### src/rtl/lo_sweep_ctrl.sv
`default_nettype none
// +----------------------------------------------------------------------------+
// | Module   : lo_sweep_ctrl                                                   |
// | Purpose  : Steps an LO phase increment across NUM_STEPS frequency points.  |
// |            At each point it waits SETTLE_CYCLES clocks, averages           |
// |            2^AVG_LOG2 demodulator samples and offers the result over a     |
// |            valid/ready handshake.                                          |
// | Ports    : clk, reset_n (async, active low)                                |
// |            start, abort           - sweep control                          |
// |            phi_start, phi_step    - first increment / increment per step   |
// |            phi_inc_o, lo_clken    - LO drive                               |
// |            demod_clk, demod_out   - sample strobe (rising edge) and data   |
// |            res_valid/res_ready, res_phi, res_avg - result handshake        |
// |            busy, done             - status (done = 1-cycle end pulse)      |
// | Options  : SWEEP_ABS_EN - accumulate |demod_out|, -131072 -> +131071      |
// | Revision : 1.0 - initial release                                           |
// +----------------------------------------------------------------------------+
module lo_sweep_ctrl #(
   parameter int SETTLE_CYCLES = 64,
   parameter int AVG_LOG2      = 4,
   parameter int NUM_STEPS     = 16
) (
   input  logic               clk,
   input  logic               reset_n,
   input  logic               start,
   input  logic               abort,
   input  logic [31:0]        phi_start,
   input  logic [31:0]        phi_step,
   output logic [31:0]        phi_inc_o,
   output logic               lo_clken,
   input  logic               demod_clk,
   input  logic signed [17:0] demod_out,
   output logic               res_valid,
   input  logic               res_ready,
   output logic [31:0]        res_phi,
   output logic signed [17:0] res_avg,
   output logic               busy,
   output logic               done
);

   localparam int ACC_W = 18 + AVG_LOG2;
   localparam int SC_W  = (SETTLE_CYCLES > 1) ? $clog2(SETTLE_CYCLES) : 1;
   localparam int SMP_W = AVG_LOG2 + 1;

   localparam logic [SC_W-1:0]  SETTLE_LAST = SC_W'(SETTLE_CYCLES - 1);
   localparam logic [SMP_W-1:0] SMP_LAST    = SMP_W'((1 << AVG_LOG2) - 1);
   localparam logic [15:0]      STEP_LAST   = 16'(NUM_STEPS - 1);

   typedef enum logic [2:0] {
      IDLE   = 3'd0,
      SETTLE = 3'd1,
      ACCUM  = 3'd2,
      EMIT   = 3'd3,
      FINISH = 3'd4
   } state_t;

   // A zero settle time skips SETTLE entirely after every retune.
   localparam state_t RETUNE_STATE = (SETTLE_CYCLES == 0) ? ACCUM : SETTLE;

   state_t                  state, state_n;
   logic                    demod_q;
   logic                    rise;
   logic signed [17:0]      sample;
   logic signed [ACC_W-1:0] acc;
   logic signed [ACC_W-1:0] acc_sum;
   logic [SC_W-1:0]         settle_cnt;
   logic [SMP_W-1:0]        smp_cnt;
   logic [15:0]             step_cnt;
   logic [31:0]             phi_step_q;

   assign rise = demod_clk & ~demod_q;

`ifdef SWEEP_ABS_EN
   // -131072 has no positive 18-bit counterpart, so it clamps to +131071.
   always_comb begin
      if (demod_out == 18'sh20000)
         sample = 18'sd131071;
      else if (demod_out < 0)
         sample = -demod_out;
      else
         sample = demod_out;
   end
`else
   assign sample = demod_out;
`endif

   // Sign-extended add; ACC_W leaves AVG_LOG2 guard bits so no overflow.
   assign acc_sum = acc + ACC_W'(sample);

   always_ff @(posedge clk or negedge reset_n) begin
      if (!reset_n)
         state <= IDLE;
      else
         state <= state_n;
   end

   always_comb begin
      state_n   = state;
      busy      = (state != IDLE);
      lo_clken  = (state != IDLE);
      res_valid = (state == EMIT);
      done      = (state == FINISH);
      case (state)
         IDLE:    if (start && !abort) state_n = RETUNE_STATE;
         SETTLE:  if (settle_cnt == SETTLE_LAST) state_n = ACCUM;
         ACCUM:   if (rise && (smp_cnt == SMP_LAST)) state_n = EMIT;
         EMIT:    if (res_ready) state_n = (step_cnt == STEP_LAST) ? FINISH : RETUNE_STATE;
         FINISH:  state_n = IDLE;
         default: state_n = IDLE;
      endcase
      if (abort && (state != IDLE))
         state_n = IDLE;
   end

   always_ff @(posedge clk or negedge reset_n) begin
      if (!reset_n) begin
         demod_q    <= 1'b0;
         phi_inc_o  <= '0;
         phi_step_q <= '0;
         res_phi    <= '0;
         res_avg    <= '0;
         acc        <= '0;
         smp_cnt    <= '0;
         settle_cnt <= '0;
         step_cnt   <= '0;
      end else begin
         demod_q <= demod_clk;
         case (state)
            IDLE: begin
               if (start && !abort) begin
                  phi_inc_o  <= phi_start;
                  phi_step_q <= phi_step;
                  step_cnt   <= '0;
                  settle_cnt <= '0;
                  acc        <= '0;
                  smp_cnt    <= '0;
               end
            end
            SETTLE: settle_cnt <= settle_cnt + SC_W'(1);
            ACCUM: begin
               if (rise) begin
                  acc     <= acc_sum;
                  smp_cnt <= smp_cnt + SMP_W'(1);
                  if (smp_cnt == SMP_LAST) begin
                     // Arithmetic shift floors toward minus infinity.
                     res_avg <= 18'(acc_sum >>> AVG_LOG2);
                     res_phi <= phi_inc_o;
                  end
               end
            end
            EMIT: begin
               if (res_ready && !abort && (step_cnt != STEP_LAST)) begin
                  phi_inc_o  <= phi_inc_o + phi_step_q;
                  step_cnt   <= step_cnt + 16'd1;
                  settle_cnt <= '0;
                  acc        <= '0;
                  smp_cnt    <= '0;
               end
            end
            default: ;
         endcase
      end
   end

endmodule
`default_nettype wire

### config.mk
export PLATFORM = sky130hd
export DESIGN_NAME = lo_sweep_ctrl
export DESIGN_NICKNAME = d
export VERILOG_FILES = /design/src/rtl/lo_sweep_ctrl.sv
export SDC_FILE = /design/constraint.sdc
export NUM_CORES = 1
export LEC_CHECK = 0
export ABC_AREA = 1
export CORE_MARGIN = 2
export CORE_UTILIZATION = 30
export DETAILED_ROUTE_END_ITERATION = 12
export PLACE_DENSITY = 0.54
export SETUP_SLACK_MARGIN = 0.02
export SYNTH_ARGS = -nofsm -noshare
export SYNTH_HDL_FRONTEND = slang
export SYNTH_SLANG_ARGS = --single-unit
export TNS_END_PERCENT = 1
### constraint.sdc
create_clock -name clk -period 2.8 [get_ports clk]
set_clock_uncertainty 0.05 [all_clocks]
set_input_delay 0.42 -clock clk [delete_from_list [all_inputs] [get_ports clk]]
set_output_delay 0.42 -clock clk [all_outputs]
set_load 0.01 [all_outputs]
==> results of run 1 <==
==> Yosys cell counts, types with 3 or more instances <==
cell type,count,area share
o21ai_0,68,0.031
xnor2_1,18,0.014
nand4_1,16,0.0092
or2_2,4,0.0023
a21boi_0,4,0.0027
nand2_1,667,0.23
clkbuf_1,13,0.0045
buf_2,15,0.0069
o21ai_1,6,0.0027
o31ai_2,12,0.014
buf_6,4,0.0041
o31ai_1,3,0.0021
dfrtp_1,167,0.38
nor2_1,128,0.044
inv_2,9,0.0031
and2_1,5,0.0029
a21o_1,3,0.0021
nand3b_1,11,0.0076
ha_1,56,0.064
o21bai_1,4,0.0027
a21oi_1,49,0.022
xor2_1,15,0.012
nor3_1,15,0.0069
inv_1,180,0.062
nand2_2,3,0.0017
nand3_1,89,0.041
buf_4,5,0.0034
==> metrics by stage <==
step                utilization  cell area [um^2]  hold slack (ns)  power, mW
finish                    0.385             13800            0.408       13.8
global route              0.385             13800            0.410       15.1
CTS                       0.385             13800            0.399       13.9
detailed placement        0.369             13200            0.347       11.4
global placement          0.369             13200            0.343       11.4
floorplan                     -             10900           0.0744       8.98
==> power by group through the flow <==
stage,combinational (mW),clock [mW],sequential [mW]
final,7.65,2.40,3.73
after CTS,7.69,2.47,3.73
after detailed placement,7.64,0,3.77
after floorplan,5.39,0,3.59
after global placement,7.60,0,3.77
after global routing,8.72,2.57,3.82
==> per-layer routing <==
metal,GRT usage,vias to the layer above,wire length (um)
met4,0.0560,0,727
met5,0,-,0
met1,0.249,4749,16800
met3,0.0323,39,1270
met2,0.298,220,15600
li1,-,5336,-
==> flip-flops by register name, summed over array words and instances (netlist names) <==
register,cells
phi_inc_o,32
res_phi,32
demod_q,1
acc,22
state,3
res_avg,18
settle_cnt,6
phi_step_q,32
step_cnt,16
smp_cnt,5
==> kinds of logic (layout without fill, tap and decap cells) <==
| group | count (synthesis) | in the layout |
|---|---|---|
| XOR/XNOR | 33 | 33 |
| flip-flops | 167 | 167 |
| AO/OA/AOI/OAI | 156 | 156 |
| AND/OR/NAND/NOR | 949 | 949 |
| buffers and inverters | 227 | 410 |
| adder cells (fa/ha/maj) | 58 | 58 |
==> cell type report <==
type | instances | area [um^2] | share of cell area
clock buffers | 19 | 433 | 0.0314
clock inverters | 13 | 146 | 0.0106
inverters | 189 | 709 | 0.0515
multi-input cells | 1196 | 5820 | 0.423
flip-flops and latches | 167 | 4180 | 0.303
well taps | 461 | 577 | 0.0419
repair buffers | 189 | 1910 | 0.138
==> worst max-delay path, delay by kind of cell, from the launching register on <==
kind	cells	cell delay [ns]
adder cells (fa/ha/maj)	2	0.73
flip-flops	1	0.45
AND/OR/NAND/NOR	10	1.18
==> worst max-delay path by stage <==
stage,end,slack (ns),depth (start not counted)
4_1_cts,phi_inc_o[30],0.30,14
2_1_floorplan,phi_inc_o[22],0.75,14
6_report,phi_inc_o[28],0.28,12
5_1_grt,phi_inc_o[22],0.04,14
3_5_place_dp,res_avg[10],0.14,12
3_3_place_gp,res_avg[10],0.11,12
==> timing repair <==
item	4_1_cts	5_1_grt
hold endpoints to repair	43	0
hold buffers	1	0
gates resized for setup	0	0
==> run_results.csv, run 1 <==
group,metric,value,unit
min_path,hp-start,"demod_clk",
sta,slew_headroom,0.477,
yosys,ys.flop_type,"dfrtp_1",
setup_path,r2r_start,"phi_inc_o[0]",
clock_network,post_cts_buffers,0,
sta,fin_tns_setup,0,ns
yosys,synthCells,1590,
pwr,combinationalPowerShare,0.555,
pwr,p_leak,7.15,nW
yosys,synth-async-reset-ratio,1.00,
sta,final_hold_viol_count,0,
floorplanning,start_util,0.306,
setup_path,worst-setup-path-type,"reg -> reg",
pwr,p_sw,6.64,mW
route,drt_wl_total,34.4,mm
yosys,muxShareOfSynthArea,0,
pwr,seqPwrFrac,0.271,
clock_network,cts_buffer_depth,2,
yosys,synth_fa_ha_area_frac,0.0678,
yosys,yosysWarnings,0,
yosys,postSynthAreaPerCell,6.87,um^2
yosys,netlist_area,10900,um^2
cells_and_area,layout.nets,1906,
run,cap_violations,0,
setup_path,endpoint_kind,"flip-flop",
setup_path,crit_chain,"ha_1 -> fa_1 -> nand3_1 -> nand3_1 -> nand3_1 -> nand3b_1 -> nand2_1 -> nand2_1 -> nand2_1 -> nand3_1 -> nand2_1 -> nand2_1",
sta,fmax,396,MHz
sta,setup_ws,0.277,ns
route,final_antenna_net_count,0,
setup_path,r2r_cells,12,
clock_network,clk_pin_slew,0.07,ns
yosys,yosysUniqueCellTypes,44,
place,dpl.hpwl,26.1,mm
clock_network,cts_buffers,17,
place,gp_congestion,0.879,
floorplanning,die_y,195,um
setup_path,critPathRequiredTime,3.09,ns
global_routing,first_global_vias,10200,
sta,finalSetupViolCount,0,
clock_network,cts_tree,"done",
setup_path,cp-start-kind,"flip-flop",
sta,tightest_slew,0.784,ns
yosys,synthXorXnorAreaFrac,0.0264,
floorplanning,core,35700,um^2
clock_network,cts_root_buf,"clkbuf_16",
pwr,powerDensity,1000,nW/um^2
yosys,synth_edf_count,0,
pwr,pwr-share-clk,0.174,
clock_network,clock_sink_count,167,
cells_and_area,instances_no_fill,2234,
min_path,min_path_cells,1,
setup_path,crit_start,"phi_inc_o[0]",
pwr,worst_ir_drop_vdd,0.403,mV
global_routing,gr-usage-all-layers,0.183,
clock_network,clk_latency,0.45,ns
min_path,hold_end,"demod_q",
sta,fin_crit_sh,0.901,
yosys,synth_compound_area_frac,0.0846,
floorplanning,ios,174,
yosys,yosys.area_share.simple,0.354,
setup_path,cp.arrival,2.82,ns
place,pre_cts_ws,0.139,ns
place,dp.cells,2201,
setup_path,r2r_end,"phi_inc_o[28]",
pwr,p_int,7.14,mW
setup_path,critical_path.slowest_cell,"dfrtp_1",
pwr,p_sw_frac,0.482,
global_routing,grt_pass1_wl,54.6,mm
cells_and_area,drive_gt1_frac,0.0479,
route,routed_via_density,4.63,
route,wl_per_cell,15.4,um
route,drt-initial-drc-count,625,
setup_path,r2r_slack,0.28,ns
yosys,synth_top_family_by_area,"simple AND/OR/NAND/NOR gates",
cells_and_area,area_growth,26.0,%
cells_and_area,diodes,0,
setup_path,worst_path_most_repeated_cell,"nand2_1",
sta,rsz0062_at_grt,"false",
yosys,ys_seq_area_frac,0.382,
sta,period_minus_slack,2.52,ns
yosys,syn-num-nets,1736,
floorplanning,core.rowCount,69,
global_routing,grt_max_degree,67,
floorplanning,die_x,195,um
setup_path,cpPeakStageDelay,0.45,ns
global_routing,antenna_found_initial,0,
status,status,"completed",
route,dr.pass1.iters,5,
place,portBuffers,173,
sta,drv_slew,0,
cells_and_area,final_cell_mix,"nand2_1 (666), inv_1 (180), clkdlybuf4s50_1 (172)",
route,vias,10300,
global_routing,grt.overflow.total,0,
min_path,hold_path.class,"in -> reg",
cells_and_area,nFillCells,3871,
floorplanning,die_area,38000,um^2
setup_path,path_max_fanout,5,
route,post-route-drc-count,0,
clock_network,cts_max_level,4,
yosys,synth-seq-cells,167,
cells_and_area,final_common_cell,"nand2_1",
(Power assumes the default switching activity.)
==> inputs of run 2 (changes only) <==
==> constraint.sdc (replaced) <==
create_clock -name clk -period 2.8 [get_ports clk]
set_clock_uncertainty 0.05 [all_clocks]
set_input_delay 0.42 -clock clk [delete_from_list [all_inputs] [get_ports clk]]
set_output_delay 0.42 -clock clk [all_outputs]
set_load 0.05 [all_outputs]
==> run_results.csv, run 2 (synthesis results as in run 1) <==
group,metric,value,unit
global_routing,grt_max_degree,56,
cells_and_area,final_common_cell,"nand2_1",
clock_network,cts_buffer_depth,2,
pwr,seqPwrFrac,0.250,
clock_network,cts_tree,"done",
cells_and_area,instances_no_fill,2234,
cells_and_area,diodes,0,
clock_network,clock_sink_count,167,
clock_network,cts_root_buf,"clkbuf_16",
min_path,hold_path.class,"in -> reg",
pwr,p_sw_frac,0.500,
pwr,p_leak,7.21,nW
route,wl_per_cell,15.3,um
route,drt-initial-drc-count,701,
status,status,"completed",
sta,final_hold_viol_count,0,
sta,period_minus_slack,2.48,ns
pwr,pwr-share-clk,0.184,
cells_and_area,final_cell_mix,"nand2_1 (666), inv_1 (180), clkdlybuf4s50_1 (171)",
place,gp_congestion,0.899,
sta,rsz0062_at_grt,"false",
floorplanning,core,35700,um^2
global_routing,grt.overflow.total,0,
route,vias,10300,
floorplanning,die_x,195,um
clock_network,cts_max_level,4,
floorplanning,core.rowCount,69,
run,cap_violations,0,
floorplanning,ios,174,
floorplanning,die_area,38000,um^2
global_routing,antenna_found_initial,0,
cells_and_area,multi_input_area,5830,um^2
setup_path,critPathRequiredTime,3.08,ns
sta,slew_headroom,0.538,
pwr,p_sw,7.43,mW
floorplanning,die_y,195,um
route,dr.pass1.iters,5,
place,dp.cells,2201,
pwr,worst_ir_drop_vdd,0.639,mV
setup_path,worst-setup-path-type,"reg -> reg",
sta,fmax,404,MHz
pwr,powerDensity,1070,nW/um^2
sta,drv_slew,0,
global_routing,first_global_vias,10300,
cells_and_area,drive_gt1_frac,0.0502,
clock_network,cts_buffers,17,
sta,fin_crit_sh,0.885,
cells_and_area,nFillCells,3890,
cells_and_area,layout.nets,1906,
global_routing,grt_pass1_wl,55.2,mm
sta,fin_tns_setup,0,ns
setup_path,cp-start-kind,"flip-flop",
cells_and_area,reg_top3,"phi_inc_o: 32 flops, phi_step_q: 32 flops, res_phi: 32 flops",
sta,finalSetupViolCount,0,
sta,tightest_slew,0.692,ns
cells_and_area,area_growth,26.8,%
clock_network,clk_pin_slew,0.07,ns
floorplanning,start_util,0.306,
pwr,p_int,7.43,mW
clock_network,clk_latency,0.44,ns
global_routing,gr-usage-all-layers,0.184,
cells_and_area,final_util,0.388,
route,post-route-drc-count,0,
setup_path,cp.arrival,2.76,ns
setup_path,path_max_fanout,5,
pwr,combinationalPowerShare,0.566,
place,portBuffers,173,
cells_and_area,ff_latch_area,4180,um^2
route,routed_via_density,4.62,
route,drt_wl_total,34.2,mm
place,dpl.hpwl,26.3,mm
route,final_antenna_net_count,0,
setup_path,endpoint_kind,"flip-flop",
## run 2: final cells by class
cell class | count | area share
Timing Repair Buffer | 189 | 0.137
Clock buffer | 18 | 0.0317
Sequential cell | 167 | 0.302
Inverter | 189 | 0.0512
Clock inverter | 14 | 0.0159
Multi-Input combinational cell | 1196 | 0.421
Tap cell | 461 | 0.0416
## run 2: power groups by stage
stage / logic [mW] / clock network (mW) / registers, mW
2_1_floorplan: 5.46 / 0 / 4.27
3_3_place_gp: 8.34 / 0 / 3.76
5_1_grt: 9.53 / 2.90 / 3.80
3_5_place_dp: 8.41 / 0 / 3.76
4_1_cts: 8.46 / 2.80 / 3.72
6_report: 8.41 / 2.73 / 3.72
## run 2: what timing repair did
item | in CTS | in global routing
hold endpoints to repair | 52 | 0
buffers inserted | 0 | 0
endpoints found under the setup margin | 0 | 1
gates resized for setup | 0 | 1
hold buffers | 1 | 0
## run 2: final timing paths
| check | from | end | slack, ns | cells after the start |
|---|---|---|---|---|
| worst min-delay path | demod_clk | demod_q | 0.40 | 1 |
| worst max-delay path | phi_inc_o[0] | phi_inc_o[22] | 0.32 | 14 |
| worst min register to register | phi_step_q[14] | phi_step_q[14] | 0.43 | 2 |
| max in group asynchronous | reset_n | acc[16] | 1.46 | 3 |
| min in group asynchronous | reset_n | acc[7] | 0.47 | 2 |
| worst max register to register | phi_inc_o[0] | phi_inc_o[22] | 0.32 | 14 |
## run 2: routing by layer
metal	routed length [um]	global-route usage	up-vias	share of wire
met5	0	0	-	0
met4	548	0.0551	0	0.016
met3	1310	0.0272	32	0.038
met2	15400	0.294	206	0.45
met1	17000	0.257	4742	0.50
li1	-	-	5341	-
## run 2: worst max-delay path, cell delays in order, from the launching register on
cell,delay (ns)
dfrtp_1,0.47
ha_1,0.29
fa_1,0.45
nand3_1,0.13
nand3_2,0.12
nand2_1,0.08
nand2_1,0.08
nand2_1,0.09
nand2_1,0.15
nand2_1,0.14
nand2_1,0.06
nand2_1,0.05
nand3_1,0.06
nand2_1,0.09
nand2_1,0.05
## run 2: metrics by stage
step / hold WS, ns / setup WS (ns) / area (um^2) / power [mW]
detailed placement: 0.386 / 0.101 / 13200 / 12.2
global route: 0.404 / 0.0619 / 13900 / 16.2
global placement: 0.383 / 0.125 / 13200 / 12.1
CTS: 0.379 / 0.253 / 13900 / 15.0
finish: 0.396 / 0.322 / 13900 / 14.9
floorplan: 0.0744 / 0.497 / 10900 / 9.73
==> inputs of run 3 (changes only) <==
--- a/config.mk
+++ b/config.mk
@@ -7,11 +7,10 @@
 export LEC_CHECK = 0
 export ABC_AREA = 1
 export CORE_MARGIN = 2
-export CORE_UTILIZATION = 30
+export CORE_UTILIZATION = 50
 export DETAILED_ROUTE_END_ITERATION = 12
-export PLACE_DENSITY = 0.54
+export PLACE_DENSITY = 0.79
 export SETUP_SLACK_MARGIN = 0.02
 export SYNTH_ARGS = -nofsm -noshare
 export SYNTH_HDL_FRONTEND = slang
 export SYNTH_SLANG_ARGS = --single-unit
-export TNS_END_PERCENT = 1
==> run_results.csv, run 3 (synthesis results as in run 1) <==
group,metric,value,unit
status,status,"completed",
cells_and_area,nFillCells,1989,
pwr,pwr-share-clk,0.173,
sta,tightest_slew,0.698,ns
cells_and_area,reg_top3,"phi_inc_o: 32 flops, phi_step_q: 32 flops, res_phi: 32 flops",
global_routing,grt.overflow.total,0,
floorplanning,ios,174,
pwr,p_sw_frac,0.502,
clock_network,clock_sink_count,167,
run,cap_violations,0,
sta,drv_slew,0,
cells_and_area,final_cell_mix,"nand2_1 (666), inv_1 (180), clkdlybuf4s50_1 (171)",
sta,period_minus_slack,2.50,ns
min_path,hold_path.class,"in -> reg",
route,vias,10600,
sta,fmax,400,MHz
pwr,combinationalPowerShare,0.576,
route,routed_via_density,5.18,
setup_path,endpoint_kind,"output port",
sta,fin_crit_sh,0.893,
setup_path,crit_start,"state[0]",
clock_network,cts_max_level,4,
min_path,hp-start,"demod_clk",
global_routing,antenna_found_initial,0,
place,post_dp_cell_area,13000,um^2
cells_and_area,layout.nets,1906,
cells_and_area,drive_gt1_frac,0.0496,
route,wl_per_cell,15.0,um
setup_path,r2r_start,"phi_inc_o[0]",
floorplanning,die_y,152,um
pwr,p_int,7.27,mW
setup_path,path_max_fanout,6,
sta,rsz0062_at_grt,"false",
sta,finalSetupViolCount,0,
cells_and_area,multi_input_area,5820,um^2
cells_and_area,instances_no_fill,2053,
cells_and_area,final_common_cell,"nand2_1",
pwr,p_sw,7.34,mW
route,final_antenna_net_count,0,
place,gp_congestion,0.922,
clock_network,post_cts_buffers,0,
sta,final_hold_viol_count,0,
setup_path,worst-setup-path-type,"reg -> out",
cells_and_area,diodes,0,
place,dp.cells,2020,
global_routing,grt_max_degree,70,
cells_and_area,final_util,0.629,
route,drt-initial-drc-count,712,
floorplanning,start_util,0.506,
cells_and_area,ff_latch_area,4180,um^2
clock_network,cts_buffers,17,
clock_network,holdBufCountCts,1,
clock_network,cts_buffer_depth,2,
setup_path,cp.arrival,2.03,ns
cells_and_area,area_growth,24.5,%
setup_path,critPathRequiredTime,2.33,ns
pwr,seqPwrFrac,0.252,
floorplanning,core.rowCount,54,
global_routing,gr-usage-all-layers,0.268,
clock_network,clk_pin_slew,0.07,ns
route,drt_wl_total,30.8,mm
floorplanning,core,21600,um^2
clock_network,post_cts_resized,0,
pwr,worst_ir_drop_vdd,0.685,mV
sta,fin_tns_setup,0,ns
global_routing,grt_pass1_wl,50.6,mm
clock_network,cts_root_buf,"clkbuf_16",
clock_network,cts_tree,"done",
cells_and_area,final_area,13600,um^2
pwr,p_total,14.6,mW
global_routing,first_global_vias,10400,
route,post-route-drc-count,0,
place,dpl.hpwl,23.1,mm
floorplanning,die_x,152,um
place,portBuffers,173,
clock_network,clk_latency,0.43,ns
pwr,powerDensity,1070,nW/um^2
setup_path,cp-start-kind,"flip-flop",
pwr,p_leak,7.19,nW
floorplanning,die_area,23100,um^2
sta,slew_headroom,0.534,
route,dr.pass1.iters,5,
## run 3: power by group through the flow
stage | Clock [mW] | Sequential (mW) | Combinational, mW
3_5_place_dp | 0 | 3.71 | 8.28
5_1_grt | 2.66 | 3.76 | 9.37
4_1_cts | 2.57 | 3.67 | 8.38
6_report | 2.53 | 3.68 | 8.41
3_3_place_gp | 0 | 3.70 | 8.13
2_1_floorplan | 0 | 4.27 | 5.46
## run 3: final timing paths
path	end	slack, ns	cells past startpoint
worst max-delay path	lo_clken	0.30	5
worst min-delay path	demod_q	0.40	1
worst max register to register	phi_inc_o[28]	0.31	12
worst min register to register	phi_step_q[7]	0.43	2
max in group asynchronous	phi_step_q[16]	1.46	3
min in group asynchronous	res_avg[0]	0.51	2
## run 3: routing by layer
metal / track usage / part of all wire / vias to the layer above
met5: 0 / 0 / -
met1: 0.352 / 0.45 / 4959
li1: - / - / 5333
met2: 0.453 / 0.47 / 292
met3: 0.0428 / 0.045 / 55
met4: 0.0917 / 0.029 / 0
## run 3: worst max-delay path, cell delays in order (launching register included)
cell	delay, ns
dfrtp_1	0.39
inv_2	0.14
nand2_1	0.11
nor2_2	0.15
inv_2	0.09
clkdlybuf4s50_1	0.71
## run 3: cell type report
| class | instances | share of cell area |
|---|---|---|
| Multi-Input combinational cell | 1196 | 0.428 |
| Tap cell | 280 | 0.0258 |
| Clock inverter | 14 | 0.0138 |
| Clock buffer | 18 | 0.0323 |
| Inverter | 189 | 0.0521 |
| Sequential cell | 167 | 0.307 |
| Timing Repair Buffer | 189 | 0.141 |
## run 3: through the flow
stage | hold slack [ns] | worst slack, ns
2_1_floorplan | 0.0744 | 0.497
5_1_grt | 0.401 | 0.119
4_1_cts | 0.387 | 0.296
3_5_place_dp | 0.413 | 0.147
6_report | 0.401 | 0.301
3_3_place_gp | 0.408 | 0.162
